File: src/rtl/sram_arbiter.sv
// SRAM sequencer/arbiter sharing the external 128 KiB SRAM between CPU and VPU fetch.
// Optional feature macro: SRAM_ARB_PAGE_EN enables the $C000-$DFFF paged window.
module sram_arbiter #(
  parameter int unsigned WAIT_STATES   = 1,
  parameter int unsigned VPU_BURST_MAX = 8
) (
  input  logic        clk,
  input  logic        rst,
  input  logic        cpu_req,
  input  logic        cpu_rw,
  input  logic [15:0] cpu_ad,
  input  logic [7:0]  cpu_do,
  output logic [7:0]  cpu_di,
  output logic        cpu_hold,
  input  logic [3:0]  page,
  input  logic        vpu_req,
  input  logic [15:0] vpu_ad,
  output logic        vpu_ack,
  output logic [7:0]  vpu_data,
  output logic [16:0] ext_ad,
  input  logic [7:0]  ext_dq_i,
  output logic [7:0]  ext_dq_o,
  output logic        ext_dq_oe,
  output logic        ext_ce_n,
  output logic        ext_oe_n,
  output logic        ext_we_n
);

  localparam int unsigned AW = 17;

  typedef enum logic [1:0] {S_IDLE, S_SETUP, S_ACCESS, S_DONE} state_t;
  typedef enum logic {OWN_VPU = 1'b0, OWN_CPU = 1'b1} own_t;

  state_t          r_state;
  own_t            r_own;
  logic [2:0]      r_wcnt;
  logic [3:0]      r_bcnt;
  logic            r_rw;
  logic            r_keep;
  logic [AW-1:0]   r_ext_ad;
  logic [7:0]      r_ext_dq_o;
  logic            r_ce_n;
  logic            r_oe_n;
  logic            r_we_n;
  logic            r_dq_oe;
  logic [7:0]      r_cpu_di;
  logic [7:0]      r_vpu_data;
  logic            r_vpu_ack;

  logic            w_vpu_win;
  logic            w_cpu_win;
  logic [AW-1:0]   w_cpu_ext_ad;

  // VPU keeps winning until its burst allowance runs out while the CPU waits
  assign w_vpu_win = vpu_req && (!cpu_req || (r_bcnt < 4'(VPU_BURST_MAX)));
  assign w_cpu_win = cpu_req && !w_vpu_win;

`ifdef SRAM_ARB_PAGE_EN
  assign w_cpu_ext_ad = (page[3] && (cpu_ad[15:13] == 3'b110)) ?
                        {1'b1, page[2:0], cpu_ad[12:0]} : {1'b0, cpu_ad};
`else
  logic w_unused_page;
  assign w_unused_page = ^page;
  assign w_cpu_ext_ad  = {1'b0, cpu_ad};
`endif

  assign cpu_hold  = cpu_req && !((r_state == S_DONE) && (r_own == OWN_CPU));
  assign cpu_di    = r_cpu_di;
  assign vpu_ack   = r_vpu_ack;
  assign vpu_data  = r_vpu_data;
  assign ext_ad    = r_ext_ad;
  assign ext_dq_o  = r_ext_dq_o;
  assign ext_dq_oe = r_dq_oe;
  assign ext_ce_n  = r_ce_n;
  assign ext_oe_n  = r_oe_n;
  assign ext_we_n  = r_we_n;

  // Sequencer; strobes are registered from the state being entered
  always_ff @(posedge clk or negedge rst) begin
    if (!rst) begin
      r_state    <= S_IDLE;
      r_own      <= OWN_VPU;
      r_wcnt     <= 3'd0;
      r_bcnt     <= 4'd0;
      r_rw       <= 1'b1;
      r_keep     <= 1'b0;
      r_ext_ad   <= '0;
      r_ext_dq_o <= 8'h00;
      r_ce_n     <= 1'b1;
      r_oe_n     <= 1'b1;
      r_we_n     <= 1'b1;
      r_dq_oe    <= 1'b0;
      r_cpu_di   <= 8'hFF;
      r_vpu_data <= 8'h00;
      r_vpu_ack  <= 1'b0;
    end else begin
      if (!cpu_req) r_bcnt <= 4'd0;
      case (r_state)
        S_IDLE: begin
          if (w_vpu_win) begin
            r_state  <= S_SETUP;
            r_own    <= OWN_VPU;
            r_rw     <= 1'b1;
            r_ext_ad <= {1'b0, vpu_ad};
            r_ce_n   <= 1'b0;
            if (cpu_req) r_bcnt <= r_bcnt + 4'd1;
          end else if (w_cpu_win) begin
            r_state    <= S_SETUP;
            r_own      <= OWN_CPU;
            r_rw       <= cpu_rw;
            r_ext_ad   <= w_cpu_ext_ad;
            r_ext_dq_o <= cpu_do;
            r_ce_n     <= 1'b0;
            r_dq_oe    <= !cpu_rw;
            r_bcnt     <= 4'd0;
            r_keep     <= 1'b1;
          end
        end
        S_SETUP: begin
          r_state <= S_ACCESS;
          r_wcnt  <= 3'(WAIT_STATES);
          r_oe_n  <= !r_rw;
          r_we_n  <= r_rw;
          r_dq_oe <= !r_rw;
          if (!cpu_req) r_keep <= 1'b0;
        end
        S_ACCESS: begin
          if (!cpu_req) r_keep <= 1'b0;
          if (r_wcnt == 3'd0) begin
            r_state   <= S_DONE;
            r_ce_n    <= 1'b1;
            r_oe_n    <= 1'b1;
            r_we_n    <= 1'b1;
            r_vpu_ack <= (r_own == OWN_VPU);
            if (r_own == OWN_VPU) begin
              r_vpu_data <= ext_dq_i;
            end else if (r_rw && r_keep && cpu_req) begin
              r_cpu_di <= ext_dq_i;
            end
          end else begin
            r_wcnt <= r_wcnt - 3'd1;
          end
        end
        S_DONE: begin
          r_state   <= S_IDLE;
          r_dq_oe   <= 1'b0;
          r_vpu_ack <= 1'b0;
        end
        default: r_state <= S_IDLE;
      endcase
    end
  end

endmodule

File: config.mk
export PLATFORM = sky130hd
export DESIGN_NAME = sram_arbiter
export DESIGN_NICKNAME = d
export VERILOG_FILES = /design/src/rtl/sram_arbiter.sv
export SDC_FILE = /design/constraint.sdc
export NUM_CORES = 1
export LEC_CHECK = 0
export CORE_MARGIN = 2
export CORE_UTILIZATION = 43
export DETAILED_ROUTE_END_ITERATION = 8
export PLACE_DENSITY = 0.79
export SYNTH_ARGS = -nofsm -noshare
export SYNTH_HDL_FRONTEND = slang
export SYNTH_SLANG_ARGS = --single-unit
File: constraint.sdc
create_clock -name clk -period 2.4 [get_ports clk]
set_clock_uncertainty 0.15 [all_clocks]
set_input_delay 0.36 -clock clk [delete_from_list [all_inputs] [get_ports clk]]
set_output_delay 0.36 -clock clk [all_outputs]
set_load 0.02 [all_outputs]
==> results of run 1 <==
-- stage by stage --
stage | worst slack (ns) | hold slack (ns) | cells | utilization | cell area [sq um]
6_report | 0.133 | 0.311 | 401 | 0.659 | 3900
5_1_grt | 0.0407 | 0.328 | 401 | 0.659 | 3900
4_1_cts | 0.107 | 0.315 | 401 | 0.659 | 3900
3_5_place_dp | 0.212 | 0.236 | 384 | 0.624 | 3690
3_3_place_gp | 0.207 | 0.233 | 384 | 0.624 | 3690
2_1_floorplan | 0.604 | -0.0856 | 214 | - | 2630
-- kinds of logic (layout without fill, tap and decap cells) --
logic type | after synthesis | in the layout | share of synthesized area
AOI/OAI and AO/OA | 41 | 41 | 0.101
adders and majority gates | 7 | 7 | 0.0333
buffers and inverters | 19 | 131 | 0.0395
DFF | 57 | 57 | 0.549
muxes | 45 | 45 | 0.195
other | 1 | 1 | 0.00143
and+or+nand+nor | 44 | 44 | 0.0805
-- routing by layer --
metal  wire length (microns)  up-vias  global-route usage
li1                        -      969                   -
met1                    2330      939               0.197
met2                    2500       63               0.281
met3                     394        9              0.0533
met4                      95        0              0.0917
met5                       0        -                   0
-- flip-flops by register name, indices dropped and copies added (netlist names) --
signal / count
r_bcnt: 4
r_rw: 1
cpu_di: 8
vpu_data: 8
ext_oe_n: 1
r_wcnt: 3
ext_dq_o: 8
ext_we_n: 1
ext_ad: 16
r_own: 1
ext_dq_oe: 1
r_state: 2
ext_ce_n: 1
vpu_ack: 1
r_keep: 1
-- area by class of cell --
class / instances / area, sq um / share of cell area
well taps: 75 / 93.8 / 0.0241
flip-flops and latches: 57 / 1440 / 0.370
multi-input cells: 138 / 1080 / 0.278
repair buffers: 106 / 1050 / 0.269
inverters: 9 / 33.8 / 0.00866
clock buffers: 10 / 138 / 0.0353
clock inverters: 6 / 57.6 / 0.0148
-- worst min-delay path by stage --
stage	slack (ns)	startpoint	cells past startpoint	end
floorplan	-0.09	rst	0	ext_ad[0]
global placement	0.23	rst	2	vpu_data[7]
detailed placement	0.24	rst	2	vpu_data[7]
CTS	0.32	ext_ce_n	2	ext_ce_n
global route	0.33	ext_ce_n	2	ext_ce_n
finish	0.31	ext_ce_n	2	ext_ce_n
-- worst max-delay path, stage by stage (launching register included) --
cell	delay [ns]
dfrtp_1	0.41
ha_1	0.26
a21oi_1	0.15
clkdlybuf4s50_1	0.62
-- where the power goes --
group | total [W] | internal (W) | switching [W]
Clock | 0.000870 | 0.000499 | 0.000371
Combinational | 0.00213 | 0.00108 | 0.00105
Sequential | 0.00160 | 0.00138 | 0.000222
-- layout by cell type, fill, tap and decap left out, types with 5 or more instances in the layout --
| cell type | Yosys | layout |
|---|---|---|
| clkdlybuf4s50_1 | 0 | 97 |
| dfrtp_1 | 45 | 45 |
| nand2_1 | 22 | 22 |
| mux2_1 | 19 | 19 |
| mux2i_1 | 17 | 17 |
| o21ai_1 | 15 | 14 |
| dfstp_2 | 12 | 12 |
| clkbuf_8 | 0 | 10 |
| inv_1 | 9 | 9 |
| nor2_1 | 9 | 9 |
| mux2_4 | 7 | 7 |
| ha_1 | 7 | 7 |
| buf_4 | 1 | 6 |
| o21ai_0 | 5 | 5 |
-- repair_timing --
action	CTS	global route
endpoints found under the setup margin	0	0
endpoints found under the hold margin	45	0
hold buffers	1	0
==> flow_summary.json, run 1 <==
{
  "cts_tree": "built",
  "area_growth_syn_to_layout_pct": 48.5,
  "reg2reg_from": "r_wcnt[0]",
  "fin_crit_ns": 2.27,
  "r2r-end": "vpu_data[6]",
  "htree_levels": 3,
  "r2r_slack_ns": 0.52,
  "critPathLaunchType": "flop",
  "fin_crit_sh": 0.945,
  "grt_remaining_overflow": 0,
  "synth_top_cell_by_area": "dfrtp_1",
  "grt_max_degree": 58,
  "synthCells": 214,
  "dp_hpwl_microns": 3930,
  "fillers": 470,
  "ys_warn_count": 0,
  "ys_ff_latch": 57,
  "antenna_cells": 0,
  "ios": 104,
  "yosysSeqAreaShare": 0.549,
  "fp.coreArea_sq_um": 5920,
  "ir_drop_mv": 0.676,
  "yosys.area.top_type_share": 0.429,
  "cts_buffers": 9,
  "p_per_area_nw_per_um2": 1180,
  "path_clk_slew_ns": 0.06,
  "synth.area.top_cells": "dfrtp_1, dfstp_2, mux2_1",
  "final_layout_size_suffix_gt1_frac": 0.150,
  "avgSynthCellArea_sq_um": 12.3,
  "synth-main-ff-cell": "dfrtp_1",
  "drt_iter0_drc": 60,
  "die_area_sq_um": 6750,
  "synth_most_common_cell": "dfrtp_1",
  "p_leak_nw": 1.74,
  "hold_class": "reg2reg",
  "grt_setup_unrepaired": "no",
  "die_w_microns": 82.2,
  "initial_core_util": 0.444,
  "drv_cap": 0,
  "drt_wl_total_microns": 5320,
  "post_cts_buffers": 0,
  "worst-setup-path-type": "reg2out",
  "synth_commonest_cells": "dfrtp_1, nand2_1, mux2_1, mux2i_1, o21ai_1",
  "p_total_w": 0.00460,
  "setup.worst_path.end": "cpu_hold",
  "worstPathArrival_ns": 1.76,
  "firstDrtPassIters": 4,
  "timing.critical_path.from": "r_state[0]",
  "endpoint_kind": "output port",
  "grt_pass1_wl_microns": 8580,
  "synthDistinctLibCells": 36,
  "finalSetupTns_ns": 0,
  "max_clock_freq_ghz": 0.441,
  "vias_per_cell": 4.94,
  "synth-edff-count": 0,
  "die_y_microns": 82.2,
  "layout.nets": 385,
  "hold_viol_final": 0,
  "drc": 0,
  "detail_route.wl_per_cell_microns": 13.3,
  "gp_congestion": 0.760,
  "grt_util_all_layers": 0.170,
  "clockBufferDepth": 2,
  "antenna_found_initial": 0,
  "async_flop_share": 1.00,
  "insertion_delay_ns": 0.32,
  "status": "finished clean",
  "worstPathRequired_ns": 1.89,
  "cts_sinks": 57,
  "cts-root-buf": "clkbuf_8",
  "drtAntennaViolNets": 0,
  "io_buffers": 98,
  "setup_violations": 0,
  "crit_fanout": 4,
  "post_cts_resize_count": 0,
  "vias": 1980,
  "slew_viol_final": 0,
  "rows": 28,
  "syn-cell-area_sq_um": 2630,
  "grt_pass1_vias": 1977,
  "reg2regPathDepth": 5,
  "synth_nets": 278
}
Note: power is estimated with default switching activity, not from simulation.
==> run 2: changes to the inputs <==
- CORE_UTILIZATION: 43 -> 45
- CTS_BUF_LIST: default -> sky130_fd_sc_hd__clkbuf_4
- CTS_CLUSTER_DIAMETER: default -> 40
- PLACE_DENSITY: 0.79 -> 0.83
==> flow_summary.json, run 2 (synthesis gave the netlist of run 1 again) <==
{
  "path_clk_slew_ns": 0.10,
  "fin_crit_ns": 2.06,
  "initial_core_util": 0.471,
  "crit_fanout": 3,
  "endpoint_kind": "output port",
  "io_buffers": 98,
  "vias": 1984,
  "max_slew_margin": 0.537,
  "grt_setup_unrepaired": "no",
  "crit_path_top_delay_cell": "clkdlybuf4s50_1",
  "grt_util_all_layers": 0.186,
  "final_layout_size_suffix_gt1_frac": 0.150,
  "fp.coreArea_sq_um": 5570,
  "holdCritStartpoint": "ext_ce_n",
  "drt_iter0_drc": 57,
  "rows": 27,
  "hold_class": "reg2reg",
  "layout.nets": 386,
  "drv_cap": 0,
  "detail_route.wl_per_cell_microns": 13.4,
  "cts_tree": "built",
  "insertion_delay_ns": 0.38,
  "dp_hpwl_microns": 4030,
  "timing.critical_path.from": "ext_ce_n",
  "layout_commonest_cell": "clkdlybuf4s50_1",
  "place_area_sq_um": 3690,
  "final_cell_mix": "clkdlybuf4s50_1, dfrtp_1, nand2_1, mux2_1, mux2i_1",
  "drc": 0,
  "p_leak_nw": 1.72,
  "path_delay_family": "buffers and inverters",
  "hold_viol_final": 0,
  "post_cts_buffers": 0,
  "grt_pass1_wl_microns": 9130,
  "vias_per_cell": 4.97,
  "die_w_microns": 80.4,
  "setup_violations": 0,
  "cts_sinks": 57,
  "grt_remaining_overflow": 0,
  "status": "finished clean",
  "drt_wl_total_microns": 5340,
  "antenna_found_initial": 0,
  "critPathLaunchType": "flop",
  "worstPathArrival_ns": 1.55,
  "cts-root-buf": "clkbuf_4",
  "cts_buffers": 9,
  "grt_max_degree": 58,
  "die_area_sq_um": 6460,
  "die_y_microns": 80.4,
  "finalSetupTns_ns": 0,
  "area_growth_syn_to_layout_pct": 45.7,
  "max_clock_freq_ghz": 0.486,
  "reg2reg_from": "r_wcnt[0]",
  "slew_viol_final": 0,
  "worst_pin_slew_ns": 0.694,
  "clockBufferDepth": 2,
  "ios": 104,
  "p_per_area_nw_per_um2": 1150,
  "firstDrtPassIters": 4,
  "fin_crit_sh": 0.857,
  "antenna_cells": 0,
  "ir_drop_mv": 0.581,
  "gp_congestion": 0.784,
  "fin_hold_ws_ns": 0.332,
  "worst-setup-path-type": "reg2out",
  "htree_levels": 3,
  "grt_pass1_vias": 2010,
  "cp_num_buf_inv": 1,
  "drtAntennaViolNets": 0,
  "largest_reg_flops": 16,
  "worstPathRequired_ns": 1.89,
  "fin_area_sq_um": 3830,
  "worstPathCellList": "clkdlybuf4s50_1",
  "slowest_delay_ns": 0.61
}
==> run 2: changes by cell type in the layout (fill, tap and decap cells not counted), sizes merged <==
cell           delta
clkinv            +1
buf               +1
dlymetal6s2s      +1
clkbuf            -1
clkdlybuf4s50     -1
==> run 2: layer usage <==
layer	up-vias	global-route usage	wire, microns
li1	965	-	-
met1	951	0.225	2290
met2	62	0.300	2580
met3	6	0.0607	394
met4	0	0.0864	70
met5	-	0	0
==> run 2: worst min-delay path: stages (launching register included) <==
cell and delay [ns]:
dfstp_2 0.39, inv_1 0.05, a32oi_1 0.05
==> run 2: path summary, 6_finish.rpt <==
check	slack (ns)	cells past startpoint	to
max	0.34	1	ext_ce_n
min	0.33	2	ext_ce_n
max reg2reg	0.49	5	vpu_data[5]
min reg2reg	0.33	2	ext_ce_n
max in group asynchronous	1.14	3	ext_ad[14]
min in group asynchronous	0.50	3	vpu_data[7]
==> run 2: area by class of cell <==
| type | count | area, sq um |
|---|---|---|
| clock buffer | 9 | 67.6 |
| clock inverter | 7 | 61.3 |
| fill | 444 | 1750 |
| inverter | 9 | 33.8 |
| multi-input combinational | 138 | 1080 |
| sequential | 57 | 1440 |
| tap | 72 | 90.1 |
| timing repair buffer | 107 | 1050 |
==> run 2: where the power goes <==
group | switching [W] | internal, W
Clock | 0.000339 | 0.000307
Sequential | 0.000228 | 0.00137
Combinational | 0.00105 | 0.00109
Total | 0.00162 | 0.00277
==> run 2: stage by stage <==
step	utilization	total power (W)	setup WS, ns	cells
4_1_cts	0.686	0.00445	0.0295	399
6_report	0.687	0.00438	0.344	399
5_1_grt	0.687	0.00470	0.275	399
3_5_place_dp	0.661	0.00378	0.209	382
2_1_floorplan	-	0.00281	0.604	214
3_3_place_gp	0.661	0.00371	0.211	382
==> run 2: repair_timing <==
| item | 4_1_cts | 5_1_grt |
|---|---|---|
| resized for setup | 0 | 1 |
| endpoints found under the setup margin | 0 | 1 |
| hold endpoints to repair | 45 | 0 |
| hold buffers | 1 | 0 |
